### src/rtl/bus_arbiter_wrr_if.sv
`default_nettype none
// ============================================================================
//  Module      : bus_arbiter_wrr_if
//  Description : Request/grant and configuration signals shared between the
//                bus masters and the weighted round-robin arbiter.
//  Revision    : 1.0 - initial release
// ============================================================================
interface bus_arbiter_wrr_if #(
    parameter int NUM_MASTERS = 4,
    parameter int CFG_ADDR_W  = 4
);
    localparam int c_ID_W = $clog2(NUM_MASTERS);

    logic [NUM_MASTERS-1:0] req;
    logic [NUM_MASTERS-1:0] lock;
    logic [NUM_MASTERS-1:0] grant;
    logic                   grant_valid;
    logic [c_ID_W-1:0]      grant_id;
    logic                   config_wr;
    logic [CFG_ADDR_W-1:0]  config_addr;
    logic [7:0]             config_data;
    logic [7:0]             config_rdata;

    // Requester / configuration agent side
    modport master (
        output req, lock, config_wr, config_addr, config_data,
        input  grant, grant_valid, grant_id, config_rdata
    );

    // Arbiter side
    modport slave (
        input  req, lock, config_wr, config_addr, config_data,
        output grant, grant_valid, grant_id, config_rdata
    );
endinterface
`default_nettype wire

### src/rtl/bus_arbiter_wrr.sv
`default_nettype none
// ============================================================================
//  Module      : bus_arbiter_wrr
//  Description : N-master bus arbiter with round-robin, weighted round-robin
//                and fixed-priority modes, per-master enable mask and bus
//                lock. Registered one-hot grant, register-mapped config.
//  Revision    : 1.0 - initial release
// ============================================================================
module bus_arbiter_wrr #(
    parameter int NUM_MASTERS = 4,
    parameter int WEIGHT_W    = 4,
    parameter int CFG_ADDR_W  = 4
) (
    input  logic              clk,
    input  logic              reset_n,
    bus_arbiter_wrr_if.slave  bus
);
    localparam int c_ID_W = $clog2(NUM_MASTERS);

    // Configuration registers
    logic [1:0]             r_ctrl;
    logic [NUM_MASTERS-1:0] r_enable;
    logic [WEIGHT_W-1:0]    r_weight [NUM_MASTERS];

    // Arbitration state
    logic [NUM_MASTERS-1:0] r_grant;
    logic                   r_grant_valid;
    logic [c_ID_W-1:0]      r_grant_id;
    logic [c_ID_W-1:0]      r_rr_ptr;
    logic [WEIGHT_W-1:0]    r_credit;

    // Next-state and helper wires
    logic [NUM_MASTERS-1:0] w_grant_nxt;
    logic                   w_valid_nxt;
    logic [c_ID_W-1:0]      w_id_nxt;
    logic [c_ID_W-1:0]      w_rr_ptr_nxt;
    logic [WEIGHT_W-1:0]    w_credit_nxt;
    logic [NUM_MASTERS-1:0] w_elig;
    logic                   w_fixed;
    logic                   w_weighted;
    logic                   w_rr_found;
    logic [c_ID_W-1:0]      w_rr_win;
    logic [c_ID_W-1:0]      w_fp_win;
    logic [c_ID_W-1:0]      w_scan_idx;
    logic [c_ID_W-1:0]      w_win;
    logic                   w_keep;
    logic [7:0]             w_rdata;
    logic                   w_unused_data;

    assign w_fixed    = r_ctrl[0];
    assign w_weighted = r_ctrl[1];
    assign w_elig     = bus.req & r_enable;
    assign w_win      = w_fixed ? w_fp_win : w_rr_win;

    // Owner keeps the bus while still eligible and either locked or, in the
    // round-robin modes, still holding more than one credit.
    assign w_keep = r_grant_valid && w_elig[r_grant_id] &&
                    (bus.lock[r_grant_id] || (!w_fixed && (r_credit > WEIGHT_W'(1))));

    // Round-robin search: first eligible index at or after the pointer, wrapping
    always_comb begin
        w_rr_found = 1'b0;
        w_rr_win   = '0;
        w_scan_idx = '0;
        for (int i = 0; i < NUM_MASTERS; i++) begin
            w_scan_idx = c_ID_W'((int'(r_rr_ptr) + i) % NUM_MASTERS);
            if (!w_rr_found && w_elig[w_scan_idx]) begin
                w_rr_found = 1'b1;
                w_rr_win   = w_scan_idx;
            end
        end
    end

    // Fixed priority search: scanning downward leaves the lowest eligible index
    always_comb begin
        w_fp_win = '0;
        for (int i = NUM_MASTERS - 1; i >= 0; i--) begin
            if (w_elig[i]) begin
                w_fp_win = c_ID_W'(i);
            end
        end
    end

    // Next grant, pointer and credit decision
    always_comb begin
        w_grant_nxt  = '0;
        w_valid_nxt  = 1'b0;
        w_id_nxt     = '0;
        w_rr_ptr_nxt = r_rr_ptr;
        w_credit_nxt = r_credit;
        if (w_keep) begin
            w_grant_nxt = r_grant;
            w_valid_nxt = 1'b1;
            w_id_nxt    = r_grant_id;
            // Credit floors at zero so a long locked burst cannot wrap it
            if (!w_fixed && (r_credit != '0)) begin
                w_credit_nxt = r_credit - WEIGHT_W'(1);
            end
        end else if (|w_elig) begin
            w_grant_nxt[w_win] = 1'b1;
            w_valid_nxt        = 1'b1;
            w_id_nxt           = w_win;
            if (!w_fixed) begin
                w_rr_ptr_nxt = (w_win == c_ID_W'(NUM_MASTERS - 1)) ? '0 : w_win + c_ID_W'(1);
                if (w_weighted && (r_weight[w_win] != '0)) begin
                    w_credit_nxt = r_weight[w_win];
                end else begin
                    w_credit_nxt = WEIGHT_W'(1);
                end
            end
        end
    end

    // Arbitration state registers; reset drops the grant asynchronously
    always_ff @(posedge clk or negedge reset_n) begin
        if (!reset_n) begin
            r_grant       <= '0;
            r_grant_valid <= 1'b0;
            r_grant_id    <= '0;
            r_rr_ptr      <= '0;
            r_credit      <= '0;
        end else begin
            r_grant       <= w_grant_nxt;
            r_grant_valid <= w_valid_nxt;
            r_grant_id    <= w_id_nxt;
            r_rr_ptr      <= w_rr_ptr_nxt;
            r_credit      <= w_credit_nxt;
        end
    end

    // Configuration register writes; unmapped addresses are ignored
    always_ff @(posedge clk or negedge reset_n) begin
        if (!reset_n) begin
            r_ctrl   <= '0;
            r_enable <= '1;
            for (int i = 0; i < NUM_MASTERS; i++) begin
                r_weight[i] <= WEIGHT_W'(1);
            end
        end else if (bus.config_wr) begin
            if (bus.config_addr == CFG_ADDR_W'(0)) begin
                r_ctrl <= bus.config_data[1:0];
            end
            if (bus.config_addr == CFG_ADDR_W'(1)) begin
                r_enable <= bus.config_data[NUM_MASTERS-1:0];
            end
            for (int i = 0; i < NUM_MASTERS; i++) begin
                if (bus.config_addr == CFG_ADDR_W'(2 + i)) begin
                    r_weight[i] <= bus.config_data[WEIGHT_W-1:0];
                end
            end
        end
    end

    // Combinational readback, zero-extended; unmapped addresses read zero
    always_comb begin
        w_rdata = '0;
        if (bus.config_addr == CFG_ADDR_W'(0)) begin
            w_rdata = 8'(r_ctrl);
        end
        if (bus.config_addr == CFG_ADDR_W'(1)) begin
            w_rdata = 8'(r_enable);
        end
        for (int i = 0; i < NUM_MASTERS; i++) begin
            if (bus.config_addr == CFG_ADDR_W'(2 + i)) begin
                w_rdata = 8'(r_weight[i]);
            end
        end
    end

    // Data bits beyond the mapped fields carry no meaning
    assign w_unused_data = ^bus.config_data;

    assign bus.grant        = r_grant;
    assign bus.grant_valid  = r_grant_valid;
    assign bus.grant_id     = r_grant_id;
    assign bus.config_rdata = w_rdata;

endmodule
`default_nettype wire

### src/flat_wrapper.sv
// flat-port wrapper written by rule: the top's interface ports become plain ports
module bus_arbiter_wrr_flat 
#(
    parameter int NUM_MASTERS = 4,
    parameter int WEIGHT_W    = 4,
    parameter int CFG_ADDR_W  = 4
)
  (clk, reset_n, bus_req, bus_lock, bus_config_wr, bus_config_addr, bus_config_data, bus_grant, bus_grant_valid, bus_grant_id, bus_config_rdata);
  bus_arbiter_wrr_if #(.NUM_MASTERS(NUM_MASTERS), .CFG_ADDR_W(CFG_ADDR_W)) bus_i ();
  input  logic clk;
  input  logic reset_n;
  input wire logic [$bits(bus_i.req)-1:0] bus_req;
  input wire logic [$bits(bus_i.lock)-1:0] bus_lock;
  input wire logic [$bits(bus_i.config_wr)-1:0] bus_config_wr;
  input wire logic [$bits(bus_i.config_addr)-1:0] bus_config_addr;
  input wire logic [$bits(bus_i.config_data)-1:0] bus_config_data;
  output wire logic [$bits(bus_i.grant)-1:0] bus_grant;
  output wire logic [$bits(bus_i.grant_valid)-1:0] bus_grant_valid;
  output wire logic [$bits(bus_i.grant_id)-1:0] bus_grant_id;
  output wire logic [$bits(bus_i.config_rdata)-1:0] bus_config_rdata;
  assign bus_i.req = bus_req;
  assign bus_i.lock = bus_lock;
  assign bus_i.config_wr = bus_config_wr;
  assign bus_i.config_addr = bus_config_addr;
  assign bus_i.config_data = bus_config_data;
  assign bus_grant = bus_i.grant;
  assign bus_grant_valid = bus_i.grant_valid;
  assign bus_grant_id = bus_i.grant_id;
  assign bus_config_rdata = bus_i.config_rdata;
  bus_arbiter_wrr #(.NUM_MASTERS(NUM_MASTERS), .WEIGHT_W(WEIGHT_W), .CFG_ADDR_W(CFG_ADDR_W)) u_core (.clk(clk), .reset_n(reset_n), .bus(bus_i));
endmodule
### config.mk
export PLATFORM = sky130hd
export DESIGN_NAME = bus_arbiter_wrr_flat
export DESIGN_NICKNAME = d
export VERILOG_FILES = /design/src/rtl/bus_arbiter_wrr_if.sv /design/src/rtl/bus_arbiter_wrr.sv /design/src/flat_wrapper.sv
export SDC_FILE = /design/constraint.sdc
export NUM_CORES = 1
export LEC_CHECK = 0
export ABC_AREA = 0
export CORE_UTILIZATION = 35
export DETAILED_ROUTE_END_ITERATION = 12
export PLACE_DENSITY = 0.58
export SLEW_MARGIN = 30
export SYNTH_ARGS = -nofsm -noshare
export SYNTH_HDL_FRONTEND = slang
export SYNTH_SLANG_ARGS = --single-unit
### constraint.sdc
create_clock -name clk -period 2.78 [get_ports clk]
set_input_delay 0.556 -clock clk [delete_from_list [all_inputs] [get_ports clk]]
set_output_delay 0.556 -clock clk [all_outputs]
set_load 0.02 [all_outputs]
==> metrics.txt, run 1 <==
status complete, no violations; layout cells sized above 1 0.246; most frequent cells in the layout dfrtp_1 (27), nand2_1 (21), mux2_2 (21), clkdlybuf4s50_1 (21), buf_4 (20); Avg WL per Cell between 15 and 20 um; Post-CTS Repair Setup Buffers 0; Core ar. approximately 6100 um^2; cell mode on critical path a21oi_1; Final min period 2.60 ns; Pwr Density 757 nW/um^2; CTS tree done; synth unique cells 50; Post-Syn Instances ~230; IR drop worst, VDD 445 uV; fin util 0.468; post-synthesis sequential area ratio 0.391; FILL cells 590; CP max stage delay between 0.3 and 0.4 ns; RePlAce Congestion approximately 0.82; I/O Pins 38; number of flops mapped to enable cells by yosys 0; antenna-violating nets left 0; total die area between 6000 and 7000 um^2; synthesized flop and latch total 35; fin crit share 0.937; Arr. time, crit path 2.05 ns; global-route wire length before repair between 9 and 10 mm; Slew Limit Fails 0; Starting Density 0.372; Pleak roughly 0.0012 uW; Highest Clock Rate around 380 MHz; clock slew at the register clock pins of the worst setup and hold paths 0.07 ns; clk_skew roughly 0.012 ns; main flop type after synthesis dfrtp_1; CTS H-tree lvls 2; # DRC 0; Total GRT Usage 0.187; Final setup viols 0; Largest delay share family, worst path buffers and inverters; Final Hold Viols 0; DR vias/cell 5.38; clk sinks 35; Hold-fix buffers, CTS 0; Post-DP HPWL approximately 4.3 mm; Max-Cap Viols 0; YS warnings 0; CP required roughly 2.2 ns; via count around 1.9k; clock root buffer clkbuf_8; largest net degree at the start of global routing 36; setup tns final 0 ns; number of CTS-inserted buffers 5; Clock Latency Late Sink ~0.29 ns; ys async rst share 1.00; FP Rows 28; crit end category output port; Die H 82.5 um; crit path buf inv count 2; Clock Tree Buf Depth 2; Cell Area, Synth between 2000 and 2500 um^2; initial drt markers between 100 and 150; port bufs 29; commonest non-fill, non-tap cell in the layout dfrtp_1; Slowest cell on crit path dlygate4sd2_1; Final #Nets 309; Diodes inserted 0; startpoint types primary input; Mean Syn Cell Area roughly 10 um^2; GRT overflow 0; worst hold-check path type flip-flop to flip-flop; Final Power 2160 uW; cell chain of the critical path dlygate4sd2_1 > nor3b_4 > a21oi_1 > a2111oi_1 > a21oi_1 > nor2_1 > clkdlybuf4s15_2; critical path peak fanout 6; vias in the first global route around 1.9k; initial antenna violation count 0; RSZ-0062 raised after global routing no; Area Overhead vs Synth 25.8%; WL final approximately 5.5 mm; Pre-Repair DR Iteration Count 6; die width 82.5 um; Hold Slack 0.528 ns; critical setup path kind primary input to output port
-- synthesized netlist by cell type (all sizes together), types with 2 or more instances --
cell type / n / area [um^2]
nand2b: 5 / 31.3
inv: 18 / 67.6
and3: 4 / 25.0
a2111oi: 2 / 17.5
o2111ai: 6 / 70.1
a21o: 2 / 15.0
ha: 7 / 87.6
nor3: 5 / 25.0
a21oi: 10 / 50.1
o221ai: 5 / 43.8
nand4: 2 / 12.5
dfstp: 8 / 210
a22o: 2 / 17.5
a22oi: 2 / 28.8
nor2b: 3 / 26.3
o211ai: 10 / 75.1
nand2: 21 / 78.8
buf: 8 / 62.6
dfrtp: 27 / 676
clkbuf: 5 / 18.8
nor2: 12 / 45.0
mux2: 21 / 236
o21a: 4 / 30.0
mux2i: 2 / 20.0
nor3b: 2 / 20.0
a32oi: 2 / 17.5
nand3: 9 / 45.0
o21ai: 13 / 65.1
-- layout make-up --
class | count | area, um^2 | area share
tap | 75 | 93.8 | 0.0329
inverter | 18 | 67.6 | 0.0237
multi-input combinational | 170 | 1270 | 0.445
sequential | 35 | 886 | 0.311
clock inverter | 3 | 25.0 | 0.00878
timing repair buffer | 49 | 442 | 0.155
clock buffer | 5 | 68.8 | 0.0241
-- final timing paths --
| path | startpoint | end | slack [ns] | depth (start not counted) |
|---|---|---|---|---|
| min in group asynchronous | reset_n | u_core.r_weight[15] | 0.68 | 2 |
| worst min-delay path | u_core.r_credit[3] | u_core.r_credit[3] | 0.53 | 2 |
| worst min register to register | u_core.r_credit[3] | u_core.r_credit[3] | 0.53 | 2 |
| worst max-delay path | bus_config_addr[2] | bus_config_rdata[3] | 0.18 | 7 |
| worst max register to register | u_core.r_credit[0] | u_core.r_credit[0] | 0.50 | 8 |
| max in group asynchronous | reset_n | u_core.r_weight[8] | 1.75 | 2 |
-- power by group --
| group | switching, uW | internal, uW |
|---|---|---|
| logic | 491 | 441 |
| clock network | 199 | 179 |
| registers | 170 | 677 |
-- state kept, by name, indices dropped and copies added (netlist names) --
name,flops
u_core.r_rr_ptr,2
u_core.r_ctrl,2
u_core.bus.grant_valid,1
u_core.r_enable,4
u_core.bus.grant_id,2
u_core.bus.grant,4
u_core.r_weight,16
u_core.r_credit,4
-- worst register-to-register path: cells and delay by family (launching register included) --
family                   cells  cell delay, ns
AO/OA/AOI/OAI                5            1.17
buffers and inverters        1            0.10
flip-flops                   1            0.41
AND/OR/NAND/NOR              1            0.30
adder cells (fa/ha/maj)      1            0.21
-- what timing repair did --
| action | 4_1_cts | 5_1_grt |
|---|---|---|
| hold endpoints to repair | 0 | 0 |
| resized for setup | 18 | 2 |
| endpoints found under the setup margin | 4 | 4 |
-- per-stage QoR --
step | setup WS [ns] | cell area [um^2] | cells
floorplan | 0.302 | 2280 | 236
global placement | -0.412 | 2730 | 347
detailed placement | -0.459 | 2730 | 347
CTS | -0.0663 | 2840 | 355
global route | 0.0297 | 2850 | 355
finish | 0.175 | 2850 | 355
-- per-layer routing --
metal | global-route usage | vias to the layer above | routed length, um | share of wire
met5 | 0 | - | 0 | 0
met4 | 0.0368 | 0 | 31 | 0.0057
met3 | 0.0330 | 4 | 210 | 0.038
met2 | 0.298 | 37 | 2560 | 0.47
met1 | 0.264 | 916 | 2680 | 0.49
li1 | - | 953 | - | -
-- logic make-up after synthesis --
group	share of synthesized area
adder cells (fa/ha/maj)	0.0387
AND/OR/NAND/NOR	0.158
buffers and inverters	0.0657
AO/OA/AOI/OAI	0.222
flip-flops	0.391
multiplexers	0.123
other	0.00165
Note: power is estimated with default switching activity, not from simulation.
==> run 2, diff against run 1 <==
--- a/config.mk
+++ b/config.mk
@@ -6,6 +6,7 @@
 export NUM_CORES = 1
 export LEC_CHECK = 0
 export ABC_AREA = 0
+export CORE_MARGIN = 2
 export CORE_UTILIZATION = 35
 export DETAILED_ROUTE_END_ITERATION = 12
 export PLACE_DENSITY = 0.58
==> run 2 against run 1 <==
Clock-buffer cell count is 3 higher; non-clock buffer count stayed put; clock power is 5.8% higher; critical path type unchanged; first-iteration DRC count is 23% higher; cell count is 0.56% higher; total power is 0.80% higher; sequential share of layout area is 0.15 points higher.
==> metrics.txt, run 2 (same netlist as run 1, synthesis figures left out) <==
Multi-input gate area 1250 um^2 (-1.3%); worst reg2reg path depth 8 (unchanged); total die area 7130 um^2 (+4.9%); FP Rows 29 (+3.6%); critical setup path kind primary input to output port; I/O Pins 38 (unchanged); clk_skew 0.00474 ns (-0.00697 ns); Pwr Density 767 nW/um^2 (+1.3%); CP required 2.22 ns (about the same); crit path buf inv count 3 (+1); Clock Latency Late Sink 0.28 ns (about the same); Largest delay share family, worst path buffers and inverters; Highest Clock Rate 378 MHz (-1.5%); Starting Density 0.359 (-0.0128); Die H 84.5 um (+2.4%); number of placed instances, taps included 349 (+0.58%); Final setup viols 0 (unchanged); CTS H-tree lvls 2 (unchanged); Worst Hold Launch u_core.r_credit[3]; RSZ-0062 raised after global routing no; Avg WL per Cell 15.3 um (-0.80%); Slowest cell on crit path clkdlybuf4s50_1; via count 1936 (+1.4%); RR Endpoint u_core.r_credit[0]; status complete, no violations; Slew Limit Fails 0 (unchanged); RePlAce Congestion 0.824 (+0.82%); Post-CTS Repair Setup Buffers 0 (unchanged); CTS tree done; Area Overhead vs Synth 25.2%; Max-Cap Viols 0 (unchanged); clock root buffer clkbuf_8; Final #Nets 309 (unchanged); fin util 0.449 (-0.0183); IR drop worst, VDD 347 uV (-22%); FILL cells 618 (+4.7%); port bufs 29 (unchanged); Hold Slack 0.529 ns (+0.000852 ns); initial drt markers 136 (+23%); layout cells sized above 1 0.239 (-0.00714); global-route wire length before repair 9.32 mm (-0.30%); Pleak 0.00121 uW (-0.82%); cell chain of the critical path clkdlybuf4s50_1 > buf_4 > mux2_2 > a22oi_1 > o21ai_0 > clkbuf_2; Clock Tree Buf Depth 2 (unchanged); Final Hold Viols 0 (unchanged); commonest non-fill, non-tap cell in the layout dfrtp_1; worst hold-check path type flip-flop to flip-flop; Final Power 2170 uW (+0.80%); fin crit share 0.952 (+0.0147); DR vias/cell 5.42 (+0.79%); most frequent cells in the layout dfrtp_1 (27), clkdlybuf4s50_1 (22), nand2_1 (21), mux2_2 (21), buf_4 (20); CP max stage delay 0.45 ns (+0.11 ns); startpoint types primary input; Layout Cells excl Fill 357 (+0.56%); initial antenna violation count 0 (unchanged); largest register by flop count u_core.r_weight; Final min period 2.65 ns (+0.0410 ns); clk sinks 35 (unchanged); Post-DP HPWL 4.23 mm (-1.3%); Hold Path Sink u_core.r_credit[3]; Core ar. 6310 um^2 (+3.6%); GRT overflow 0 (unchanged); clock slew at the register clock pins of the worst setup and hold paths 0.07 ns (about the same); Pre-Repair DR Iteration Count 4 (-2); Total GRT Usage 0.160 (-0.0263); reg2reg start u_core.r_credit[0]; largest net degree at the start of global routing 36 (unchanged); crit end category output port; flop2flop setup slack 0.50 ns (about the same); critical path peak fanout 11 (+5); Diodes inserted 0 (unchanged); antenna-violating nets left 0 (unchanged); worst hold path depth 2 (unchanged); max FFs per register 16 (unchanged); vias in the first global route 1862 (-0.75%); number of CTS-inserted buffers 5 (unchanged); setup tns final 0 ns (unchanged); Arr. time, crit path 2.09 ns (+0.04 ns); # DRC 0 (unchanged); die width 84.5 um (+2.4%); WL final 5.47 mm (-0.24%); Sequential Area 886 um^2 (unchanged)
[run 2: metrics by stage]
step | area [um^2] | setup WS [ns]
5_1_grt | 2840 | 0.0333
3_5_place_dp | 2730 | -0.429
6_report | 2840 | 0.134
4_1_cts | 2840 | 0.00304
2_1_floorplan | 2280 | 0.302
3_3_place_gp | 2730 | -0.388
[run 2: how the worst max path moves through the flow]
| stage | slack, ns | to | cells past startpoint | startpoint |
|---|---|---|---|---|
| global route | 0.03 | bus_config_rdata[1] | 9 | bus_config_addr[1] |
| detailed placement | -0.43 | bus_config_rdata[3] | 7 | bus_config_addr[2] |
| finish | 0.13 | bus_config_rdata[0] | 6 | bus_config_addr[0] |
| global placement | -0.39 | bus_config_rdata[1] | 9 | bus_config_addr[1] |
| floorplan | 0.30 | bus_config_rdata[1] | 7 | bus_config_addr[1] |
| CTS | 0.003 | bus_config_rdata[0] | 6 | bus_config_addr[0] |
[run 2: worst reg2reg max path, stage by stage (launching register included)]
cell       delay, ns
dfrtp_1         0.42
inv_1           0.10
ha_1            0.21
or2_2           0.30
a21oi_1         0.29
o2111ai_4       0.22
o31a_1          0.37
a2bb2oi_1       0.15
o21a_1          0.11
[run 2: power breakdown]
part	internal [uW]	leakage (uW)	switching [uW]	total (uW)
combinational	441	0.000738	490	931
sequential	678	0.000418	166	844
clock	226	0.0000515	174	400
total	1340	0.00121	830	2170
[run 2: routing by layer]
layer  track usage  vias to the layer above  part of all wire
li1              -                      951                 -
met4        0.0361                        0            0.0062
met2         0.260                       43              0.48
met5             0                        -                 0
met3        0.0265                        4             0.033
met1         0.226                      938              0.48
[run 2: area by class of cell]
cell class / instances / area share
multi-input cells: 170 / 0.441
flip-flops and latches: 35 / 0.312
repair buffers: 49 / 0.154
clock buffers: 8 / 0.0353
well taps: 77 / 0.0340
inverters: 18 / 0.0238
[run 2: repair_timing]
item | CTS | global route
resized for setup | 17 | 3
endpoints found under the setup margin | 4 | 2
hold buffers | 0 | 0
